File: config.mk
export PLATFORM = sky130hd
export DESIGN_NAME = data_mem_access_ctrl
export DESIGN_NICKNAME = d
export VERILOG_FILES = /design/src/rtl/dmem_pkg.sv /design/src/rtl/dmem_load_extend.sv /design/src/rtl/data_mem_access_ctrl.sv
export SDC_FILE = /design/constraint.sdc
export NUM_CORES = 1
export LEC_CHECK = 0
export BUFFER_PORTS_ARGS = -buffer_cell sky130_fd_sc_hd__buf_2
export CAP_MARGIN = 0
export CORE_MARGIN = 5
export CORE_UTILIZATION = 51
export CTS_BUF_LIST = sky130_fd_sc_hd__clkbuf_8
export DETAILED_ROUTE_END_ITERATION = 12
export PLACE_DENSITY = 0.78
export SYNTH_ARGS = -nofsm -noshare
export SYNTH_HDL_FRONTEND = slang
export SYNTH_SLANG_ARGS = --single-unit
File: constraint.sdc
create_clock -name clk -period 2 [get_ports clk]
set_input_delay 0.4 -clock clk [delete_from_list [all_inputs] [get_ports clk]]
set_output_delay 0.4 -clock clk [all_outputs]
set_load 0.01 [all_outputs]
File: src/rtl/dmem_pkg.sv
// Shared definitions for the byte-serial data-memory access controller:
// access-size codes, FSM state encoding and the size-to-byte-count helper.
package dmem_pkg;

    localparam logic [1:0] SIZE_BYTE = 2'b00;
    localparam logic [1:0] SIZE_WORD = 2'b01;
    localparam logic [1:0] SIZE_HALF = 2'b10;
    localparam logic [1:0] SIZE_BAD  = 2'b11;

    typedef enum logic [1:0] {
        ST_IDLE   = 2'b00,
        ST_ACCESS = 2'b01,
        ST_RESP   = 2'b10
    } state_t;

    // Illegal size maps to zero bytes so it never enters the access phase.
    function automatic logic [2:0] size_to_nbytes(input logic [1:0] size);
        logic [2:0] n;
        case (size)
            SIZE_BYTE: n = 3'd1;
            SIZE_HALF: n = 3'd2;
            SIZE_WORD: n = 3'd4;
            default:   n = 3'd0;
        endcase
        return n;
    endfunction

endpackage

File: src/rtl/dmem_load_extend.sv
// Right-justified load data extension: picks the low 8/16/32 bits of the
// big-endian accumulator and zero- or sign-extends them to 32 bits.
module dmem_load_extend
    import dmem_pkg::*;
(
    input  logic [31:0] i_acc,
    input  logic [1:0]  i_size,
    input  logic        i_signed,
    output logic [31:0] o_rdata
);

    // Size-dependent extension; illegal size yields zero.
    always_comb begin
        o_rdata = 32'h0000_0000;
        case (i_size)
            SIZE_BYTE: o_rdata = {{24{i_signed & i_acc[7]}}, i_acc[7:0]};
            SIZE_HALF: o_rdata = {{16{i_signed & i_acc[15]}}, i_acc[15:0]};
            SIZE_WORD: o_rdata = i_acc;
            default:   o_rdata = 32'h0000_0000;
        endcase
    end

endmodule

File: src/rtl/data_mem_access_ctrl.sv
// Sequences one CPU load/store at a time onto a byte-wide memory port,
// most-significant byte at the lowest address, one byte per cycle.
module data_mem_access_ctrl
    import dmem_pkg::*;
#(
    parameter int ADDR_W = 8,
    parameter int DATA_W = 32
) (
    input  logic              clk,
    input  logic              reset,
    input  logic              req_valid,
    output logic              req_ready,
    input  logic              req_rw,
    input  logic [1:0]        req_size,
    input  logic              req_signed,
    input  logic [ADDR_W-1:0] req_addr,
    input  logic [DATA_W-1:0] req_wdata,
    output logic              rsp_valid,
    output logic [DATA_W-1:0] rsp_rdata,
    output logic              rsp_err,
    output logic              mem_en,
    output logic              mem_we,
    output logic [ADDR_W-1:0] mem_addr,
    output logic [7:0]        mem_wdata,
    input  logic [7:0]        mem_rdata
);

    state_t              r_state;
    state_t              w_state_nxt;
    logic [1:0]          r_idx;
    logic                r_rw;
    logic [1:0]          r_size;
    logic                r_signed;
    logic [ADDR_W-1:0]   r_addr;
    logic [DATA_W-1:0]   r_wdata;
    logic [DATA_W-1:0]   r_acc;
    logic                w_accept;
    logic [2:0]          w_nbytes;
    logic                w_last;
    logic [1:0]          w_shift;
    logic [DATA_W-1:0]   w_ext;

    assign w_accept = req_valid & req_ready;
    assign w_nbytes = size_to_nbytes(r_size);
    assign w_last   = (r_idx == 2'(w_nbytes - 3'd1));
    // Byte lane counted down from the MSB as the address counts up.
    assign w_shift  = 2'(w_nbytes - 3'd1) - r_idx;

    dmem_load_extend u_extend (
        .i_acc    (r_acc),
        .i_size   (r_size),
        .i_signed (r_signed),
        .o_rdata  (w_ext)
    );

    // State register.
    always_ff @(posedge clk) begin
        if (reset) begin
            r_state <= ST_IDLE;
        end else begin
            r_state <= w_state_nxt;
        end
    end

    // Request latch, byte counter and load accumulator.
    always_ff @(posedge clk) begin
        if (reset) begin
            r_idx    <= 2'd0;
            r_rw     <= 1'b0;
            r_size   <= 2'b00;
            r_signed <= 1'b0;
            r_addr   <= '0;
            r_wdata  <= '0;
            r_acc    <= '0;
        end else if (w_accept) begin
            r_idx    <= 2'd0;
            r_rw     <= req_rw;
            r_size   <= req_size;
            r_signed <= req_signed;
            r_addr   <= req_addr;
            r_wdata  <= req_wdata;
            r_acc    <= '0;
        end else if (r_state == ST_ACCESS) begin
            r_idx <= r_idx + 2'd1;
            if (!r_rw) begin
                r_acc <= {r_acc[DATA_W-9:0], mem_rdata};
            end else begin
                r_acc <= r_acc;
            end
        end else begin
            r_idx <= r_idx;
        end
    end

    // Next-state logic.
    always_comb begin
        w_state_nxt = r_state;
        case (r_state)
            ST_IDLE: begin
                if (w_accept) begin
                    w_state_nxt = (req_size == SIZE_BAD) ? ST_RESP : ST_ACCESS;
                end else begin
                    w_state_nxt = ST_IDLE;
                end
            end
            ST_ACCESS: begin
                if (w_last) begin
                    w_state_nxt = ST_RESP;
                end else begin
                    w_state_nxt = ST_ACCESS;
                end
            end
            ST_RESP: w_state_nxt = ST_IDLE;
            default: w_state_nxt = ST_IDLE;
        endcase
    end

    // Output decode: memory port only in ACCESS, response only in RESP.
    always_comb begin
        req_ready = (r_state == ST_IDLE) & ~reset;
        rsp_valid = 1'b0;
        rsp_err   = 1'b0;
        rsp_rdata = '0;
        mem_en    = 1'b0;
        mem_we    = 1'b0;
        mem_addr  = '0;
        mem_wdata = 8'h00;
        case (r_state)
            ST_ACCESS: begin
                mem_en   = 1'b1;
                mem_we   = r_rw;
                mem_addr = r_addr + ADDR_W'(r_idx);
                case (w_shift)
                    2'd0:    mem_wdata = r_wdata[7:0];
                    2'd1:    mem_wdata = r_wdata[15:8];
                    2'd2:    mem_wdata = r_wdata[23:16];
                    2'd3:    mem_wdata = r_wdata[31:24];
                    default: mem_wdata = 8'h00;
                endcase
            end
            ST_RESP: begin
                rsp_valid = 1'b1;
                rsp_err   = (r_size == SIZE_BAD);
                if (!r_rw && (r_size != SIZE_BAD)) begin
                    rsp_rdata = w_ext;
                end else begin
                    rsp_rdata = '0;
                end
            end
            default: begin
                rsp_valid = 1'b0;
            end
        endcase
    end

endmodule
==> results.md, run 1 <==
* Status: finished with violations
* Failing checks: setup timing
* Die height at around 97 um
* Initial DRT Pass Iterations at 5
* Via count at around 4,200
* Post-Synthesis Cells at 528
* Post-Place Cells at 717
* Commonest non-fill, non-tap cell in the layout: nand2_1
* Final #Nets at 705
* CTS tree: done
* Critical R2R Capture: r_wdata[28]$_SDFFE_PP0N_
* Synth Flop Type: dfxtp_1
* Post-synthesis sequential area ratio at roughly two fifths
* Post-synthesis cell type count at 42
* First-pass GRT wire length at around 18,000 um
* CTS H-tree lvls at 3
* Layout cells sized above 1 at 37.0%
* Syn. warnings at 0
* Post-cts hold buffer count at 0
* CP Launch Type: flop
* RSZ-0062 raised after global routing: yes
* Congestion Overflow GR at 0
* Final Non-Filler Cells at 751
* Area Growth Syn to Fin at 39.7%
* Core area at 0.00733 mm^2
* Synth Area in Adders at 1.15%
* Kind of critical path: reg2out
* Hold Path Cell Cnt at 3
* Syn Nets at ~590
* Post-synthesis average cell area at 7.39 um^2
* Most frequent cells in the layout: 176 x nand2_1, 95 x buf_2, 79 x a21oi_1
* Power Density at between 500 and 600 mW/mm^2
* Max cap viols at 0
* Worst hold start: req_wdata[8]
* Worst Path Arrival at 1940 ps
* Largest family of logic cells by synthesized area: simple AND/OR/NAND/NOR gates
* Buffers on Ports at 107
* Post-Route Utilization at 74.3%
* Reg-to-reg startpoint: r_state[1]$_SDFF_PP0_
* F_max at 0.428 GHz
* Final Hold Viols at 0
* Via density per instance at roughly 5.5
* GRT Resource Usage Total at a little under a quarter
* Antenna violations before repair at 0
* Crit. End Element: primary output
* Hold Crit Endpoint: r_wdata[8]$_SDFFE_PP0N_
* Antenna diode count at 0
* GP Congestion at ~0.92
* Post-route setup slack at -338 ps
* Fin crit share at 117%
* Layout Skew at 6.00 ps
* Static Leak at 2.11 nW
* Vias in the first global route at 3,840
* EDFF count, synth at 0
* Starting Density at 53.2%
* Worst Reg-to-Reg Cells at 5
* Die footprint at roughly 0.0095 mm^2
* Clock Latency Late Sink at 350 ps
* R2r setup slk at 380 ps
* Slew of the pin with the lowest slew margin at 468 ps
* Worst-path clk slew at 80 ps
* Rows at 31
* Simple-gate portion of the synthesized area at a little over a quarter
* Root Buffer: clkbuf_8
* XOR/XNOR Fraction of Synth Area at roughly 2.0%
* FF+latch count, synth at 80
* Worst-path maximum fanout at 8
* Multiplexer share of the synthesized area at 2.60%
* Ys async rst share at 0%
* Clock buffer depth at 2
* Routed len/inst at 15.6 um
* Hpwl dp at roughly 7200 um
* Worst Hold Class: in2reg
* Final setup viols at 47
* Io pins at 108
* Post-route ant nets at 0
* VDD IR max at 0.517 mV
* Rel. slew slack at 68.8%
* DRC at 0
* Synth Area in Compound Gates at 21.3%
* WP data required at 1600 ps
* Crit path time final at around 2300 ps
* TritonCTS buffer count at 9
* Initial drt markers at 244
* CTS sink cnt at 80
* Die X at 97.4 um
* Largest net degree at the start of global routing at 48
* Pins Over Slew Limit at 0
* Overall routed net length at 11,700 um
* Netlist Area Pre-Place at 0.00390 mm^2
## per-layer routing
metal | global-route usage, % | wire, um
met4 | 8.95 | 288
met3 | 5.03 | 709
met1 | 27.0 | 4670
met5 | 0 | 0
met2 | 41.1 | 6030
## kinds of logic (layout without fill, tap and decap cells)
kind of cell | Yosys count | count (layout)
AO/OA/AOI/OAI | 140 | 140
flip-flops | 80 | 80
XOR/XNOR | 9 | 9
buffers and inverters | 46 | 170
AND/OR/NAND/NOR | 241 | 241
multiplexers | 9 | 9
adder cells (fa/ha/maj) | 3 | 3
## cell usage after synthesis (5+ instances only)
cell type | number | share of area [%]
nand2_1 | 183 | 18
a21oi_1 | 104 | 13
dfxtp_1 | 80 | 41
buf_2 | 19 | 2.4
clkbuf_1 | 18 | 1.7
and2_1 | 13 | 2.1
nor2_1 | 11 | 1.1
mux2_2 | 9 | 2.6
nand3_1 | 8 | 1.0
a222oi_1 | 6 | 1.5
a22o_1 | 6 | 1.3
o2bb2ai_1 | 6 | 1.3
xor2_1 | 6 | 1.3
and3_1 | 5 | 0.80
## layout make-up
cell class                 count  area (um^2)
inverter                       5         21.3
timing repair buffer         149         1100
tap                           99          124
clock inverter                 5         31.3
fill                         548         1880
multi-input combinational    402         2410
clock buffer                  11          151
sequential                    80         1620
## state kept, by name, indices dropped and copies added, names as in the netlist
name / flops
r_state: 2
r_addr: 8
r_wdata: 32
r_rw: 1
r_signed: 1
r_idx: 2
r_acc: 32
r_size: 2
## metrics by stage
stage / area, um^2 / hold WS, ps / setup TNS, ps / setup WS [ps] / power, W
6_report: 5450 / 276 / -10190 / -338 / 0.00320
5_1_grt: 5450 / 273 / -13160 / -402 / 0.00333
4_1_cts: 5190 / 266 / -8550 / -293 / 0.00319
3_5_place_dp: 4600 / 448 / -123 / -47.4 / 0.00207
3_3_place_gp: 4600 / 445 / 0 / 6.21 / 0.00206
2_1_floorplan: 3900 / 436 / 0 / 156 / 0.00193
## timing repair
action,CTS,global route
pin swaps,8,17
gates cloned,5,0
hold endpoints to repair,0,0
gates resized for setup,62,54
setup endpoints to repair,47,48
buffers inserted,7,9
## worst max path at each step
| stage | endpoint | from | slack, ps | depth (start not counted) |
|---|---|---|---|---|
| 6_report | rsp_rdata[25] | r_size[1]$_SDFFE_PP0N_ | -340 | 7 |
| 5_1_grt | mem_wdata[0] | r_idx[0]$_SDFFE_PP0P_ | -400 | 5 |
| 4_1_cts | rsp_rdata[28] | r_size[1]$_SDFFE_PP0N_ | -290 | 6 |
| 3_5_place_dp | mem_wdata[6] | r_idx[0]$_SDFFE_PP0P_ | -50 | 6 |
| 3_3_place_gp | mem_wdata[6] | r_size[0]$_SDFFE_PP0N_ | 6 | 6 |
| 2_1_floorplan | mem_wdata[0] | r_idx[0]$_SDFFE_PP0P_ | 160 | 5 |
## worst max-delay path, stage by stage, from the launching register on
cell	delay (ps)
dfxtp_4	380
buf_6	120
buf_8	130
a211o_4	390
buf_12	150
buf_16	130
a21oi_2	120
buf_2	160
## power by group
part / leakage [nW] / internal [W] / total, W / switching, W
registers: 0.653 / 0.00164 / 0.00169 / 0.0000527
logic: 1.36 / 0.000182 / 0.000413 / 0.000231
clock network: 0.0951 / 0.000514 / 0.00110 / 0.000582
total: 2.11 / 0.00233 / 0.00320 / 0.000865
Note: power is estimated with default switching activity, not from simulation.
==> run 2, diff against run 1 <==
--- a/config.mk
+++ b/config.mk
@@ -5,9 +5,9 @@
 export SDC_FILE = /design/constraint.sdc
 export NUM_CORES = 1
 export LEC_CHECK = 0
+export ABC_AREA = 1
 export BUFFER_PORTS_ARGS = -buffer_cell sky130_fd_sc_hd__buf_2
-export CAP_MARGIN = 0
-export CORE_MARGIN = 5
+export CAP_MARGIN = 5
 export CORE_UTILIZATION = 51
 export CTS_BUF_LIST = sky130_fd_sc_hd__clkbuf_8
 export DETAILED_ROUTE_END_ITERATION = 12
==> results.md, run 2 <==
* Status: finished with violations
* Failing checks: setup timing
* Simple-gate portion of the synthesized area at between 30% and 40%
* Root Buffer: clkbuf_8
* Netlist Area Pre-Place at about 0.0040 mm^2
* Final Non-Filler Cells at between 800 and 900
* Biggest regs: r_acc (32), r_wdata (32), r_addr (8)
* Worst Reg-to-Reg Cells at 8
* FF+latch count, synth at 80
* Power Density at slightly below 700 mW/mm^2
* Largest family of logic cells by synthesized area: simple AND/OR/NAND/NOR gates
* Final #Nets at about 760
* Layout Skew at 7.24 ps
* Post-synthesis cell type count at 32
* Overall routed net length at 10,500 um
* TritonCTS buffer count at 9
* Final setup viols at 29
* Congestion Overflow GR at 0
* Critical R2R Capture: r_acc[7]$_SDFFE_PP0P_
* Syn Nets at 653
* Layout cells sized above 1 at approximately a third
* Via density per instance at approximately 5.2
* Area Growth Syn to Fin at 28.0%
* Post-Place Cells at just under 800
* CTS H-tree lvls at 3
* Post-route setup slack at -143 ps
* Worst stage delay on the critical path at between 300 and 400 ps
* CP max stage cell: fa_2
* Hpwl dp at ~7000 um
* Die footprint at just over 0.008 mm^2
* Worst-path cell chain: ha_4, fa_2, nand2_4, nor2_2, a21oi_2, nor3_1, buf_2
* Ys async rst share at 0%
* Post-Synthesis Cells at 595
* Multiplexer share of the synthesized area at 0%
* First-pass GRT wire length at 17,300 um
* Fin crit share at 107%
* Total power at 0.00347 W
* Max cap viols at 0
* Rel. slew slack at 65.1%
* Post-route ant nets at 0
* Worst Path Arrival at 1740 ps
* GRT Resource Usage Total at around a quarter
* Initial DRT Pass Iterations at 5
* Synth Flop Type: dfxtp_1
* Io pins at approximately 110
* Post-synthesis average cell area at roughly 6.8 um^2
* Reg-to-reg startpoint: r_state[0]$_SDFF_PP0_
* CTS sink cnt at 80
* Crit. End Element: primary output
* Die X at 90.9 um
* Initial drt markers at about 250
* GP Congestion at 0.823
* Worst-path maximum fanout at 3
* Critical Path Sink: mem_addr[6]
* Post-cts hold buffer count at 0
* Most frequent cells in the layout: 238 x nand2_1, 107 x buf_2, 73 x dfxtp_1
* Routed len/inst at 12.9 um
* Kind of critical path: reg2out
* RSZ-0062 raised after global routing: yes
* EDFF count, synth at 0
* Hold slack at 276 ps
* Synth top area share at roughly two fifths
* Synth Area in Adders at 1.12%
* Worst-path clk slew at about 80 ps
* Vias in the first global route at 3,932
* Ranking of synthesized cells by area: dfxtp_1 40%, nand2_1 23%, a21oi_2 6.1%, a21oi_1 5.6%, nand3_1 5.5%
* Area leader, netlist: dfxtp_1
* Final Hold Viols at 0
* Synth Area in Compound Gates at 14.4%
* DRC at 0
* WP data required at ~1600 ps
* VDD IR max at 0.449 mV
* Post-synth top cells: 250 x nand2_1, 80 x dfxtp_1, 47 x inv_1, 45 x a21oi_1, 44 x nand3_1
* Clock Latency Late Sink at 360 ps
* Most common cell in the netlist: nand2_1
* CP Launch Point: r_idx[0]$_SDFFE_PP0P_
* F_max at 0.467 GHz
* R2r setup slk at roughly 270 ps
* Worst Hold Class: in2reg
* CTS tree: done
* Crit path time final at roughly 2100 ps
* Buffers on Ports at around 110
* Antenna violations before repair at 0
* CP Launch Type: flop
* Via count at 4,204
* XOR/XNOR Fraction of Synth Area at 0.217%
* Clock buffer depth at 2
* Post-synthesis sequential area ratio at 39.7%
* Commonest non-fill, non-tap cell in the layout: nand2_1
* Syn. warnings at 0
* Core area at 0.00769 mm^2
* Rows at 32
* Die height at about 91 um
* Starting Density at 52.5%
* Largest net degree at the start of global routing at 53
* Pins Over Slew Limit at 0
* Static Leak at 2.45 nW
* Slew of the pin with the lowest slew margin at 524 ps
* Antenna diode count at 0
run 2: through the flow:
stage                     area, um^2  util (%)  setup TNS [ps]  worst slack, ps
final                           5160      67.2           -1150             -143
after global routing            5160      67.2           -4710             -229
after CTS                       5030      65.4           -1040             -139
after detailed placement        4620      60.2               0             21.0
after global placement          4620      60.2               0             86.1
after floorplan                 4030         -               0              245
run 2: metal layers:
| metal | vias up | part of all wire [%] | global-route usage [%] |
|---|---|---|---|
| met5 | - | 0 | 0 |
| met4 | 0 | 2.8 | 11.2 |
| met3 | 30 | 6.0 | 5.36 |
| met2 | 162 | 50 | 44.6 |
| met1 | 1911 | 41 | 30.2 |
| li1 | 2101 | - | - |
run 2: what timing repair did:
| action | CTS | global route |
|---|---|---|
| buffers inserted | 6 | 3 |
| endpoints found under the setup margin | 39 | 47 |
| pin swaps | 22 | 14 |
| endpoints found under the hold margin | 0 | 0 |
| resized for setup | 41 | 33 |
| cloned | 0 | 1 |
run 2: cell families (layout without fill, tap and decap cells):
logic type,after synthesis,in the layout
AO/OA/AOI/OAI,87,87
XOR/XNOR,1,1
AND/OR/NAND/NOR,339,339
buffers and inverters,85,200
flip-flops,80,80
adder cells (fa/ha/maj),3,3
run 2: how the worst min path moves through the flow:
stage	startpoint	endpoint	slack, ps	depth (start not counted)
final	req_wdata[6]	r_wdata[6]$_SDFFE_PP0N_	280	3
after global routing	mem_rdata[5]	r_acc[5]$_SDFFE_PP0P_	270	3
after CTS	req_wdata[6]	r_wdata[6]$_SDFFE_PP0N_	270	3
after detailed placement	r_wdata[5]$_SDFFE_PP0N_	r_wdata[5]$_SDFFE_PP0N_	460	2
after global placement	r_wdata[17]$_SDFFE_PP0N_	r_wdata[17]$_SDFFE_PP0N_	450	2
after floorplan	r_wdata[0]$_SDFFE_PP0N_	r_wdata[0]$_SDFFE_PP0N_	450	2
run 2: where the power goes:
part	total (W)	switching (W)	internal [W]
clock	0.00128	0.000588	0.000694
sequential	0.00170	0.0000502	0.00165
combinational	0.000491	0.000307	0.000183
run 2: cell type report:
| cell class | instances | area (um^2) |
|---|---|---|
| timing repair inverter | 1 | 6.26 |
| tap | 102 | 128 |
| inverter | 53 | 214 |
| multi-input combinational | 430 | 2210 |
| fill | 671 | 2520 |
| sequential | 80 | 1620 |
| timing repair buffer | 130 | 772 |
| clock buffer | 9 | 124 |
| clock inverter | 7 | 87.6 |
run 2: worst max-delay path, delay by kind of cell (launching register included):
family,cells,cell delay [ps]
adder cells (fa/ha/maj),2,560
buffers and inverters,1,140
AND/OR/NAND/NOR,3,190
AO/OA/AOI/OAI,1,120
flip-flops,1,370
==> run 3, diff against run 2 <==
==> constraint.sdc (replaced) <==
create_clock -name clk -period 2 [get_ports clk]
set_input_delay 0.4 -clock clk [delete_from_list [all_inputs] [get_ports clk]]
set_output_delay 0.4 -clock clk [all_outputs]
set_load 0.05 [all_outputs]
==> results.md, run 3 (same netlist as run 2, synthesis figures left out) <==
* Status: finished with violations
* Failing checks: setup timing
* Worst Reg-to-Reg Cells at 8
* Final Non-Filler Cells at 820
* Flop pwr share at 51.0%
* Area Growth Syn to Fin at 47.8%
* WP data required at 1600 ps
* Starting Density at 52.5%
* CP max stage cell: fa_2
* Post-route setup slack at -252 ps
* Final setup viols at 37
* Via count at 4,449
* Largest net degree at the start of global routing at 53
* Pins Over Slew Limit at 0
* Root Buffer: clkbuf_8
* Post-cts hold buffer count at 0
* Vias in the first global route at 4,100
* TritonCTS buffer count at 9
* Clock Latency Late Sink at 370 ps
* GP Congestion at approximately 0.85
* Int Power at 0.00233 W
* Setup TNS Final at -5090 ps
* CTS sink cnt at 80
* Biggest regs: r_acc (32), r_wdata (32), r_addr (8)
* Core area at slightly below 0.008 mm^2
* Die height at 90.9 um
* Via density per instance at 5.43
* Initial DRT Pass Iterations at 5
* Routed len/inst at approximately 15 um
* Hpwl dp at 6960 um
* Initial drt markers at about 210
* GRT Resource Usage Total at 27.3%
* Fin crit share at 113%
* Hold slack at 267 ps
* Post-route ant nets at 0
* Io pins at 108
* Die X at 90.9 um
* F_max at 0.444 GHz
* VDD IR max at 0.429 mV
* Rel. slew slack at 64.2%
* Post-Place Cells at between 700 and 800
* Final #Nets at 773
* Worst stage delay on the critical path at 410 ps
* Gate power share at between 10% and 20%
* Power Density at about 560 mW/mm^2
* Buffers on Ports at about 110
* Post-Route Utilization at 77.5%
* Final Hold Viols at 0
* Max cap viols at 0
* WP depth at 7
* Antenna violations before repair at 0
* Kind of critical path: reg2out
* Static Leak at between 2 and 2.5 nW
* Worst-path cell chain: ha_4, fa_2, nand2_4, nor2_4, a21oi_2, nor3_4, buf_6
* CP delay by family, top: adder cells
* DRC at 0
* Worst-path clk slew at 80 ps
* Most frequent cells in the layout: 180 x nand2_1, 70 x dfxtp_1, 60 x nand2_2
* Layout cells sized above 1 at 49.0%
* Switching power at just over 0.001 W
* RSZ-0062 raised after global routing: yes
* Pre-CTS worst setup slack at -29.4 ps
* Layout Skew at 6.50 ps
* CP Launch Type: flop
* Worst Path Arrival at 1850 ps
* Commonest non-fill, non-tap cell in the layout: nand2_1
* Worst Hold Class: in2reg
* Slew of the pin with the lowest slew margin at 537 ps
* Rows at 32
* Sw frac at 30.2%
* Worst-path maximum fanout at 3
* CTS H-tree lvls at 3
* CTS tree: done
* Crit path time final at 2250 ps
* Buf/Inv on CP at 1
* Crit. End Element: primary output
* Overall routed net length at 12,200 um
* Clock buffer depth at 2
* Hold Path Cell Cnt at 3
* Antenna diode count at 0
* Clock power share at 31.0%
* Congestion Overflow GR at 0
* Die footprint at 0.00827 mm^2
* First-pass GRT wire length at 18,200 um
==> run 3: power groups by stage <==
| stage | Combinational, W | Sequential, W | Clock, W |
|---|---|---|---|
| 6_report | 0.000603 | 0.00170 | 0.00104 |
| 5_1_grt | 0.000652 | 0.00171 | 0.00111 |
| 4_1_cts | 0.000538 | 0.00170 | 0.00103 |
| 3_5_place_dp | 0.000458 | 0.00173 | 0 |
| 3_3_place_gp | 0.000447 | 0.00173 | 0 |
| 2_1_floorplan | 0.000326 | 0.00172 | 0 |
==> run 3: final timing paths <==
path,startpoint,to,slack [ps]
setup / recovery,r_idx[0]$_SDFFE_PP0P_,mem_addr[6],-250
hold / removal,req_addr[1],r_addr[1]$_SDFFE_PP0N_,270
setup reg to reg,r_state[0]$_SDFF_PP0_,r_acc[20]$_SDFFE_PP0P_,370
hold reg to reg,r_wdata[7]$_SDFFE_PP0N_,r_wdata[7]$_SDFFE_PP0N_,470
==> run 3: per-stage QoR <==
stage | instance area, um^2 | total power, W
after global placement | 4800 | 0.00217
after detailed placement | 4800 | 0.00219
final | 5960 | 0.00334
after floorplan | 4170 | 0.00205
after CTS | 5540 | 0.00327
after global routing | 5960 | 0.00347
==> run 3: layer usage <==
metal / routed length, um / global-route usage, %
met2: 6510 / 48.5
met4: 400 / 12.6
met5: 0 / 0
met3: 665 / 5.70
met1: 4660 / 31.3
==> run 3: final cells by class <==
cell class | count | area (um^2)
Sequential cell | 80 | 1630
Tap cell | 102 | 128
Timing Repair Buffer | 139 | 1210
Clock inverter | 4 | 22.5
Fill cell | 525 | 1730
Clock buffer | 10 | 138
Multi-Input combinational cell | 430 | 2560
Timing Repair inverter | 2 | 22.5
Inverter | 53 | 259
==> run 3: repair_timing <==
action | in CTS | in global routing
buffers inserted | 6 | 7
setup endpoints to repair | 49 | 50
pin swaps | 17 | 39
resized for setup | 164 | 115
gates cloned | 4 | 0
==> run 3: worst min-delay path: cells and delay by family <==
| kind | cells | cell delay, ps |
|---|---|---|
| buf+inv | 1 | 100 |
| compound gates | 1 | 50 |
| simple gates | 1 | 50 |
